--- src/rtl/ysyx_23060020_pkg.sv ---
// rtl/ysyx_23060020_pkg.sv - shared constants, state enum and pc helper for the IFU
package ysyx_23060020_pkg;

  localparam logic [31:0] RESET_PC_DEFAULT = 32'h8000_0000;
  localparam logic [31:0] INST_NOP         = 32'h0000_0013;

  typedef enum logic [2:0] {
    IDLE,
    REQ,
    WAIT,
    HOLD,
    ERR
  } ifu_state_e;

  // jalr semantics: bit 0 of the target is always dropped
  function automatic logic [31:0] redirect_pc(input logic [31:0] target);
    return {target[31:1], 1'b0};
  endfunction

endpackage

--- src/rtl/ysyx_23060020_reg.sv ---
// rtl/ysyx_23060020_reg.sv - width-parametrised register with sync active-low reset and write enable
module ysyx_23060020_reg #(
  parameter int               WIDTH     = 32,
  parameter logic [WIDTH-1:0] RESET_VAL = '0
) (
  input  logic             clk,
  input  logic             rst_n,
  input  logic             wen,
  input  logic [WIDTH-1:0] din,
  output logic [WIDTH-1:0] dout
);

  always_ff @(posedge clk) begin
    if (!rst_n) begin
      dout <= RESET_VAL;
    end else if (wen) begin
      dout <= din;
    end
  end

endmodule

--- src/rtl/ysyx_23060020_ifu.sv ---
// rtl/ysyx_23060020_ifu.sv - single-outstanding instruction fetch unit with sticky fault state
module ysyx_23060020_ifu
  import ysyx_23060020_pkg::*;
#(
  parameter logic [31:0] RESET_PC = RESET_PC_DEFAULT
) (
  input  logic        clk,
  input  logic        rst_n,
  output logic        imem_req,
  output logic [31:0] imem_addr,
  input  logic        imem_gnt,
  input  logic        imem_rvalid,
  input  logic [31:0] imem_rdata,
  input  logic        imem_err,
  output logic [31:0] instw,
  output logic [31:0] pc,
  output logic        inst_valid,
  input  logic        inst_ready,
  input  logic        jump_bool,
  input  logic [31:0] jump_target,
  output logic        fetch_err,
  output logic [31:0] fetch_cnt
);

  ifu_state_e  state;
  logic        retire;
  logic        rsp_ok;
  logic        misaligned;
  logic [31:0] next_pc;

  // HOLD is the only state with inst_valid high, so it qualifies the handshake
  assign retire     = (state == HOLD) && inst_ready;
  assign rsp_ok     = (state == WAIT) && imem_rvalid && !imem_err;
  assign next_pc    = jump_bool ? redirect_pc(jump_target) : pc + 32'd4;
  assign misaligned = jump_bool && next_pc[1];
  assign imem_addr  = pc;

  ysyx_23060020_reg #(
    .WIDTH    (32),
    .RESET_VAL(RESET_PC)
  ) u_pc (
    .clk  (clk),
    .rst_n(rst_n),
    .wen  (retire),
    .din  (next_pc),
    .dout (pc)
  );

  ysyx_23060020_reg #(
    .WIDTH    (32),
    .RESET_VAL(INST_NOP)
  ) u_instw (
    .clk  (clk),
    .rst_n(rst_n),
    .wen  (rsp_ok),
    .din  (imem_rdata),
    .dout (instw)
  );

  ysyx_23060020_reg #(
    .WIDTH    (32),
    .RESET_VAL(32'h0)
  ) u_fetch_cnt (
    .clk  (clk),
    .rst_n(rst_n),
    .wen  (retire),
    .din  (fetch_cnt + 32'd1),
    .dout (fetch_cnt)
  );

  always_ff @(posedge clk) begin
    if (!rst_n) begin
      state      <= IDLE;
      imem_req   <= 1'b0;
      inst_valid <= 1'b0;
      fetch_err  <= 1'b0;
    end else begin
      case (state)
        IDLE: begin
          state    <= REQ;
          imem_req <= 1'b1;
        end
        REQ: begin
          if (imem_gnt) begin
            state    <= WAIT;
            imem_req <= 1'b0;
          end
        end
        WAIT: begin
          if (imem_rvalid) begin
            if (imem_err) begin
              state     <= ERR;
              fetch_err <= 1'b1;
            end else begin
              state      <= HOLD;
              inst_valid <= 1'b1;
            end
          end
        end
        HOLD: begin
          if (inst_ready) begin
            inst_valid <= 1'b0;
            if (misaligned) begin
              state     <= ERR;
              fetch_err <= 1'b1;
            end else begin
              state    <= REQ;
              imem_req <= 1'b1;
            end
          end
        end
        ERR: begin
          state <= ERR;
        end
        default: begin
          state      <= ERR;
          imem_req   <= 1'b0;
          inst_valid <= 1'b0;
          fetch_err  <= 1'b1;
        end
      endcase
    end
  end

endmodule

--- config.mk ---
export PLATFORM = sky130hd
export DESIGN_NAME = ysyx_23060020_ifu
export DESIGN_NICKNAME = d
export VERILOG_FILES = /design/src/rtl/ysyx_23060020_pkg.sv /design/src/rtl/ysyx_23060020_reg.sv /design/src/rtl/ysyx_23060020_ifu.sv
export SDC_FILE = /design/constraint.sdc
export NUM_CORES = 1
export LEC_CHECK = 0
export CAP_MARGIN = 5
export CORE_MARGIN = 4
export CORE_UTILIZATION = 47
export DETAILED_ROUTE_END_ITERATION = 12
export GPL_TIMING_DRIVEN = 1
export PLACE_DENSITY = 0.95
export SLEW_MARGIN = 20
export SYNTH_ARGS = -nofsm -noshare
export SYNTH_HDL_FRONTEND = slang
export SYNTH_SLANG_ARGS = --single-unit
--- constraint.sdc ---
create_clock -name clk -period 4.1 [get_ports clk]
set_input_delay 1.025 -clock clk [delete_from_list [all_inputs] [get_ports clk]]
set_output_delay 1.025 -clock clk [all_outputs]
set_load 0.005 [all_outputs]
==> Word-level counts from Yosys, hierarchy flattened <==
Index checks and enable logic that the tools add are counted.
{ "classes": {"addsub": 2, "multipliers": 0, "div_mod_pow": 0, "order_cmp": 0, "eq_ne": 11, "shift": 0, "mux": 20, "bitwise_logic": 2, "reduce_logical": 12} }
{ "op_table": {"columns": ["op", "n"], "rows": [
  ["adder 32 x 1 -> 32 bit (second input constant)", 1],
  ["adder 32 x 3 -> 32 bit (second input constant)", 1],
  ["two-way mux 32 bit", 1],
  ["two-way mux 3 bit", 5],
  ["inequality test 2 bit (second input constant)", 7],
  ["case mux 3 bit (4 select lines)", 1],
  ["two-way mux 1 bit", 10],
  ["AND reduction 4 bit", 2],
  ["equality test 3 x 2 -> 1 bit (second input constant)", 2],
  ["case mux 1 bit (3 select lines)", 2],
  ["AND reduction 5 bit", 1],
  ["logical AND 1 bit", 4],
  ["case mux 1 bit (4 select lines)", 1],
  ["equality test 3 x 1 -> 1 bit (second input constant)", 1],
  ["equality test 3 bit (second input constant)", 1],
  ["zero test 3 bit", 1],
  ["AND reduction 3 bit", 1],
  ["OR reduction 3 bit", 1],
  ["inverter 1 bit", 2],
  ["OR reduction 2 bit", 1],
  ["zero test 1 bit", 1]
]} }
{ "word_totals": {"regBits": 102, "latch_bits": 0, "ramBits": 0, "romBits": 0, "input_bits": 71, "out_inout_bits": 131, "word_cells": 54, "n_memories": 0} }

==> Logic depth before layout (Yosys ltp) <==
Gate-level depths: netlist (run 1).
{ "logic_depth": {"depth_word": 6, "mapped_depth": 7, "depth_no_buf": 6} }

==> Hierarchy <==
Synthesis (run 1) repeated with hierarchy kept, for this count alone.
{ "hier_totals": {"hier_cells": 634, "area_unflattened_um2": 5853.1} }
{ "modules_own_cells": {"columns": ["mod", "n_inst", "cells_each", "area_each_um2", "seq_area_each_um2"], "rows": [
  ["ysyx_23060020_ifu", 1, 325, 2132.0, 120.1],
  ["ysyx_23060020_reg at u_fetch_cnt", 1, 103, 1243.7, 640.6],
  ["ysyx_23060020_reg at u_pc", 1, 103, 1241.2, 640.6],
  ["ysyx_23060020_reg at u_instw", 1, 103, 1236.2, 640.6]
]} }

==> Worst setup path after synthesis (run 1) <==
Ideal clock, no wire load.
{ "synth_path": {"kind": "input port to flip-flop", "start": "input port jump_bool", "end": "register u_pc.dout[29]", "setup_ns": 0.122, "t_arrival_ns": 2.121, "t_required_ns": 3.978, "path_slack_ns": 1.858, "stages": 6, "path_buffers": 1, "path_cell_list": "clkbuf_1 -> clkinv_1 -> nor2_1 -> mux2i_1 -> o21ai_0 -> o311a_1"} }
{ "synth_between": {"elab_chain_len": 1} }
{ "synth_lines": {"columns": ["item", "line", "text"], "rows": [
  ["start, declared", "ysyx_23060020_ifu.sv:19", "input logic jump_bool,"],
  ["two-way mux 32 bit", "ysyx_23060020_ifu.sv:34", "assign next_pc = jump_bool ? redirect_pc(jump_target) : pc + 32'd4;"],
  ["end signal, assigned", "ysyx_23060020_reg.sv:17", "dout <= din;"],
  ["end, declared", "ysyx_23060020_reg.sv:10", "output logic [WIDTH-1:0] dout"]
]} }
Every way passes these cells.
A chain may end at the register's enable or synchronous reset.

==> Worst setup path in the final report (run 1) <==
{ "layout_path": {"start": "input port inst_ready", "end": "register u_fetch_cnt.dout[13]"} }
{ "layout_between": {"elab_chain_len": 1} }
{ "layout_lines": {"columns": ["item", "line", "text"], "rows": [
  ["start, declared", "ysyx_23060020_ifu.sv:18", "input logic inst_ready,"],
  ["logical AND 1 bit", "ysyx_23060020_ifu.sv:32", "assign retire = (state == HOLD) && inst_ready;"],
  ["end signal, assigned", "ysyx_23060020_reg.sv:17", null],
  ["end, declared", "ysyx_23060020_reg.sv:10", null]
]} }
Every way passes these cells.

==> impl_metrics.tcl, run 1 <==
set metrics [dict create \
    initial_utilization_pct 49.0 \
    fmax_mhz 331 \
    synth-compound-area-share_pct 14.9 \
    drc 0 \
    fin_cells 938 \
    yosysWarnings 0 \
    p_total_mw 1.95 \
    vias 5270 \
    hold_viol 0 \
    drt_first_pass_iters 5 \
    vdd.ir_drop.worst_uv 191 \
    slew_headroom_pct 53.7 \
    dp_slack_ps 668 \
    drive_above_1_share_pct 5.11 \
    intPower_mw 1.44 \
    arrival_ps 3260 \
    yosys.area_share.simple_pct 29.9 \
    clockRootBuffer "clkbuf_8" \
    end_kind "register" \
    finalClockSkew_ps 13.9 \
    gp_congestion 0.902 \
    synthMuxAreaShare_pct 2.17 \
    port_buffers 198 \
    grt_overflow_total 0 \
    pwr-share-comb_pct 13.0 \
    fin_crit_ps 3020 \
    grt_usage_pct 23.0 \
    ys_async_sr_fraction_pct 0 \
    synth_top_family_by_area "simple AND/OR/NAND/NOR gates" \
    holdBufCountCts 0 \
    dp_hpwl_um 11000 \
    layout_common_cells "197 x clkdlybuf4s50_1, 103 x nand2_1, 101 x dfxtp_1" \
    core-area_sq_um 10500 \
    p_seq_share_pct 53.4 \
    power_density_nw_per_um2 273 \
    synth_cell_type_count 59 \
    die_height_um 112 \
    placementRows 37 \
    via_per_inst 5.62 \
    drt_iter0_drc 404 \
    setup_violations 0 \
    cts_htree_levels 3 \
    cts_sinks 101 \
    cts_tree "built" \
    synth.cell_area_sq_um 5130 \
    p_leak_nw 2.53 \
    die_w_um 112 \
    dieArea_sq_um 12600 \
    power_frac_clock_pct 33.7 \
    rsz0062_at_grt "no" \
    clk_pin_slew_ps 100 \
    cts_buffers 9 \
    ys_seq_area_share_pct 39.4 \
    insertion_delay_ps 350 \
    status "finished clean" \
    drt-total-wl_um 15200 \
    synth_xor_area_share_pct 4.44 \
    drtAntennaViolNets 0 \
    post_cts_buffers 0 \
    drv_slew 0 \
    crit_required_ps 4330 \
    area_delta_synth_final_pct 39.2 \
    p_sw_share_pct 26.1 \
    nets 870 \
    hold_class "reg -> reg" \
    grt_pass1_wl_um 24700 \
    dp_cells 922 \
    synth_edf_count 0 \
    synth_fa_ha_area_share_pct 0.488 \
    ios 202 \
    drv_cap 0 \
    fin_ws_ps 1080 \
    synth_cells 653 \
    n_fill_cell 873 \
    cts_resized 0 \
    grt_max_degree 61 \
    wl_per_cell_um 16.2 \
    finalSetupTns_ps 0 \
    start_kind "input port" \
    final_common_cell "clkdlybuf4s50_1" \
    grt_pass1_vias 5001 \
    cts.path.max_buffers 2 \
    synth_area_per_cell_sq_um 7.85 \
    synth_top_flop_cell "dfxtp_1" \
    p_sw_uw 507 \
    antenna_found_initial 0 \
    antenna_cells 0 \
    worst_pin_slew_ps 692 \
    yosys_register_bits 101 \
    timing.final.crit_share_pct 73.8 \
    path_class "in -> reg" \
    worstPathMaxFanout 19 \
]
==> registers in the layout (all words and copies together), names as in the netlist <==
register / cells
fetch_err: 1
imem_req: 1
inst_valid: 1
state: 3
u_fetch_cnt.dout: 32
u_instw.dout: 32
u_pc.dout: 31
==> metal layers <==
layer  share of wire [%]  GRT usage (%)  wire length, um  up-vias
met5                   0              0                0        -
met4                 1.5           6.81              231        0
met3                 7.1           5.18             1080       21
met2                  51           40.1             7780      230
met1                  40           28.4             6070     2467
li1                    -              -                -     2552
==> stage by stage <==
| step | cell area [sq um] | utilization, % | hold WS (ps) |
|---|---|---|---|
| floorplan | 5130 | - | 453 |
| global placement | 6930 | 66.2 | 441 |
| detailed placement | 6930 | 66.2 | 448 |
| CTS | 7140 | 68.2 | 462 |
| global route | 7140 | 68.2 | 479 |
| finish | 7140 | 68.2 | 459 |
==> worst paths after layout <==
path	startpoint	to	slack, ps	cells past startpoint
setup / recovery	inst_ready	u_fetch_cnt.dout[13]	1080	6
hold / removal	u_instw.dout[5]	u_instw.dout[5]	460	2
setup reg to reg	state[0]	u_fetch_cnt.dout[13]	1680	5
hold reg to reg	u_instw.dout[5]	u_instw.dout[5]	460	2
==> critical path, stage by stage <==
cell and delay, ps:
clkdlybuf4s50_1 610, nand4b_2 500, nor4_2 680, nand3_1 180
xor2_1 190, nor2_1 70
==> logic make-up after synthesis <==
| kind of cell | after synthesis |
|---|---|
| adder cells (fa/ha/maj) | 2 |
| buffers and inverters | 80 |
| AO/OA/AOI/OAI | 129 |
| flip-flops | 101 |
| AND/OR/NAND/NOR | 303 |
| XOR/XNOR | 26 |
| multiplexers | 11 |
| other | 1 |
==> area by class of cell <==
type                       instances  area [sq um]  area share, %
inverter                           6          22.5          0.316
clock buffer                       9           124           1.74
multi-input combinational        473          2680           37.5
timing repair buffer             206          2040           28.5
clock inverter                     7          85.1           1.19
tap                              136           170           2.38
sequential                       101          2020           28.3
==> power by group through the flow <==
stage	combinational [mW]	clock [mW]	sequential [mW]
after CTS	0.253	0.676	1.04
final	0.252	0.655	1.04
after global routing	0.275	0.717	1.04
after detailed placement	0.251	0	1.06
after floorplan	0.120	0	1.05
after global placement	0.246	0	1.06
==> synthesized netlist by cell type (9+ instances only) <==
| cell type | number | area share (%) |
|---|---|---|
| nand2_1 | 103 | 7.5 |
| nor2_1 | 63 | 4.6 |
| nand4_1 | 24 | 2.9 |
| nand3_1 | 41 | 4.0 |
| mux2i_1 | 10 | 2.0 |
| dfxtp_1 | 101 | 39 |
| a31oi_1 | 12 | 1.5 |
| clkbuf_1 | 29 | 2.1 |
| buf_2 | 9 | 0.88 |
| o21ai_0 | 23 | 2.2 |
| and3_1 | 17 | 2.1 |
| xor2_1 | 21 | 3.6 |
| buf_4 | 34 | 5.0 |
| a21oi_1 | 59 | 5.8 |
No activity file was read; power rests on OpenSTA's default activity.
==> run 2: changes to the inputs <==
--- a/config.mk
+++ b/config.mk
@@ -7,10 +7,10 @@
 export LEC_CHECK = 0
 export CAP_MARGIN = 5
 export CORE_MARGIN = 4
-export CORE_UTILIZATION = 47
+export CORE_UTILIZATION = 44
 export DETAILED_ROUTE_END_ITERATION = 12
 export GPL_TIMING_DRIVEN = 1
-export PLACE_DENSITY = 0.95
+export PLACE_DENSITY = 0.91
 export SLEW_MARGIN = 20
 export SYNTH_ARGS = -nofsm -noshare
 export SYNTH_HDL_FRONTEND = slang
==> constraint.sdc (replaced) <==
create_clock -name clk -period 3 [get_ports clk]
set_input_delay 0.75 -clock clk [delete_from_list [all_inputs] [get_ports clk]]
set_output_delay 0.75 -clock clk [all_outputs]
set_load 0.005 [all_outputs]
==> run 2 against run 1 <==
  * Wire length shrank 3.0%
  * Via count decreased by 1.0%
  * Die area grew 6.3%
  * Global-route usage fell by 2.5 points
  * Clock-buffer cell count up 2
  * Clock power up 66%
  * Clock skew down 7.4 ps
  * Worst hold slack worse by 3.8 ps
  * Critical path depth unchanged
  * Sequential share of layout area is 0.44 points lower
  * Utilization decreased by 4.7 points
  * Critical endpoint is now u_fetch_cnt.dout[11]
  * Largest cell class unchanged
==> impl_metrics.tcl, run 2 (synthesis results as in run 1) <==
set metrics [dict create \
    crit_required_ps 3210 \
    reg2reg_to "u_pc.dout[18]" \
    power_density_nw_per_um2 394 \
    finalClockSkew_ps 6.42 \
    cts.path.max_buffers 2 \
    clk_pin_slew_ps 70 \
    p_sw_share_pct 24.4 \
    p_leak_nw 2.58 \
    vdd.ir_drop.worst_uv 367 \
    hold_viol 0 \
    status "finished clean" \
    die_height_um 116 \
    clockRootBuffer "clkbuf_16" \
    end_kind "register" \
    worstHoldStart "u_instw.dout[11]" \
    dieArea_sq_um 13400 \
    worst_pin_slew_ps 571 \
    cts_sinks 101 \
    grt_overflow_total 0 \
    hold_class "reg -> reg" \
    drv_slew 0 \
    seq_area_sq_um 2020 \
    start_kind "input port" \
    post_cts_buffers 0 \
    drive_above_1_share_pct 5.22 \
    ios 202 \
    slowest_stage "clkdlybuf4s50_1" \
    die_w_um 116 \
    final_common_cell "clkdlybuf4s50_1" \
    fin_crit_ps 2420 \
    insertion_delay_ps 330 \
    drt-total-wl_um 14700 \
    power_frac_clock_pct 38.2 \
    cts_htree_levels 3 \
    p_sw_uw 697 \
    min_to "u_instw.dout[11]" \
    via_per_inst 5.50 \
    timing.final.crit_share_pct 80.8 \
    grt_pass1_vias 4647 \
    dp_cells 932 \
    setup_violations 0 \
    drc 0 \
    antenna_cells 0 \
    path_class "in -> reg" \
    area_delta_synth_final_pct 41.4 \
    wl_per_cell_um 15.5 \
    reg2reg_from "u_pc.dout[2]" \
    fin_cells 948 \
    drv_cap 0 \
    slew_headroom_pct 61.9 \
    nets 873 \
    initial_utilization_pct 44.9 \
    fmax_mhz 412 \
    multi_input_comb_area_sq_um 2680 \
    drtAntennaViolNets 0 \
    grt_usage_pct 20.5 \
    path_cells "clkdlybuf4s50_1 -> nand4b_2 -> nor4_2 -> nand4_1 -> xor2_1 -> nor2_1" \
    rrSetupSlack_ps 890 \
    gp_congestion 0.840 \
    slowest_delay_ps 600 \
    worstPathMaxFanout 7 \
    layout_common_cells "197 x clkdlybuf4s50_1, 103 x nand2_1, 101 x dfxtp_1" \
    p_seq_share_pct 49.7 \
    cts_resized 0 \
    crit_family "simple AND/OR/NAND/NOR gates" \
    n_fill_cell 979 \
    grt_max_degree 61 \
    top_regs "u_fetch_cnt.dout (32), u_instw.dout (32), u_pc.dout (31)" \
    cp.buffers_inverters 1 \
    cts_tree "built" \
    intPower_mw 2.16 \
    drt_first_pass_iters 5 \
    grt_pass1_wl_um 22600 \
    arrival_ps 2630 \
    core-area_sq_um 11400 \
    pwr-share-comb_pct 12.1 \
    holdPathStages 2 \
    holdBufCountCts 0 \
    antenna_found_initial 0 \
    dp_hpwl_um 10600 \
    ff2ff_path_depth 6 \
    vias 5217 \
    placementRows 39 \
    drt_iter0_drc 466 \
    p_total_mw 2.86 \
    port_buffers 198 \
    cts_buffers 9 \
    rsz0062_at_grt "no" \
    finalSetupTns_ps 0 \
]
[run 2: per-stage QoR]
| stage | cell area, sq um | utilization, % | setup WS [ps] | hold slack [ps] |
|---|---|---|---|---|
| floorplan | 5130 | - | 1030 | 453 |
| global placement | 6970 | 61.0 | 210 | 441 |
| detailed placement | 6970 | 61.0 | 203 | 446 |
| CTS | 7250 | 63.5 | 557 | 456 |
| global route | 7250 | 63.5 | 368 | 470 |
| finish | 7250 | 63.5 | 576 | 456 |
[run 2: layout make-up]
class	instances	area share, %
clock buffers	11	3.35
clock inverters	5	0.483
inverters	6	0.311
multi-input cells	473	36.9
flip-flops and latches	101	27.9
well taps	143	2.47
repair buffers	209	28.6
[run 2: worst max path at each step]
| stage | start | endpoint | slack, ps | cells past startpoint |
|---|---|---|---|---|
| after floorplan | jump_bool | u_pc.dout[29] | 1030 | 6 |
| after global placement | inst_ready | u_fetch_cnt.dout[11] | 210 | 6 |
| after detailed placement | inst_ready | u_fetch_cnt.dout[11] | 200 | 6 |
| after CTS | inst_ready | u_fetch_cnt.dout[11] | 560 | 6 |
| after global routing | inst_ready | u_fetch_cnt.dout[31] | 370 | 6 |
| final | inst_ready | u_fetch_cnt.dout[11] | 580 | 6 |
[run 2: worst reg2reg max path: stages, from the launching register on]
cell	delay, ps
dfxtp_1	450
ha_1	330
nand4_4	200
nor4_4	380
nand3_1	160
or4_1	430
o211ai_1	90
[run 2: routing by layer]
layer | routed length [um] | up-vias | GRT usage [%]
met4 | 355 | 0 | 7.27
li1 | - | 2567 | -
met3 | 1210 | 31 | 5.80
met5 | 0 | - | 0
met2 | 6990 | 213 | 33.5
met1 | 6160 | 2406 | 25.9
[run 2: power groups by stage]
stage	sequential [mW]	combinational, mW	clock [mW]
after floorplan	1.43	0.165	0
after global placement	1.45	0.340	0
after detailed placement	1.45	0.345	0
after CTS	1.42	0.347	1.13
after global routing	1.42	0.374	1.18
final	1.42	0.345	1.09
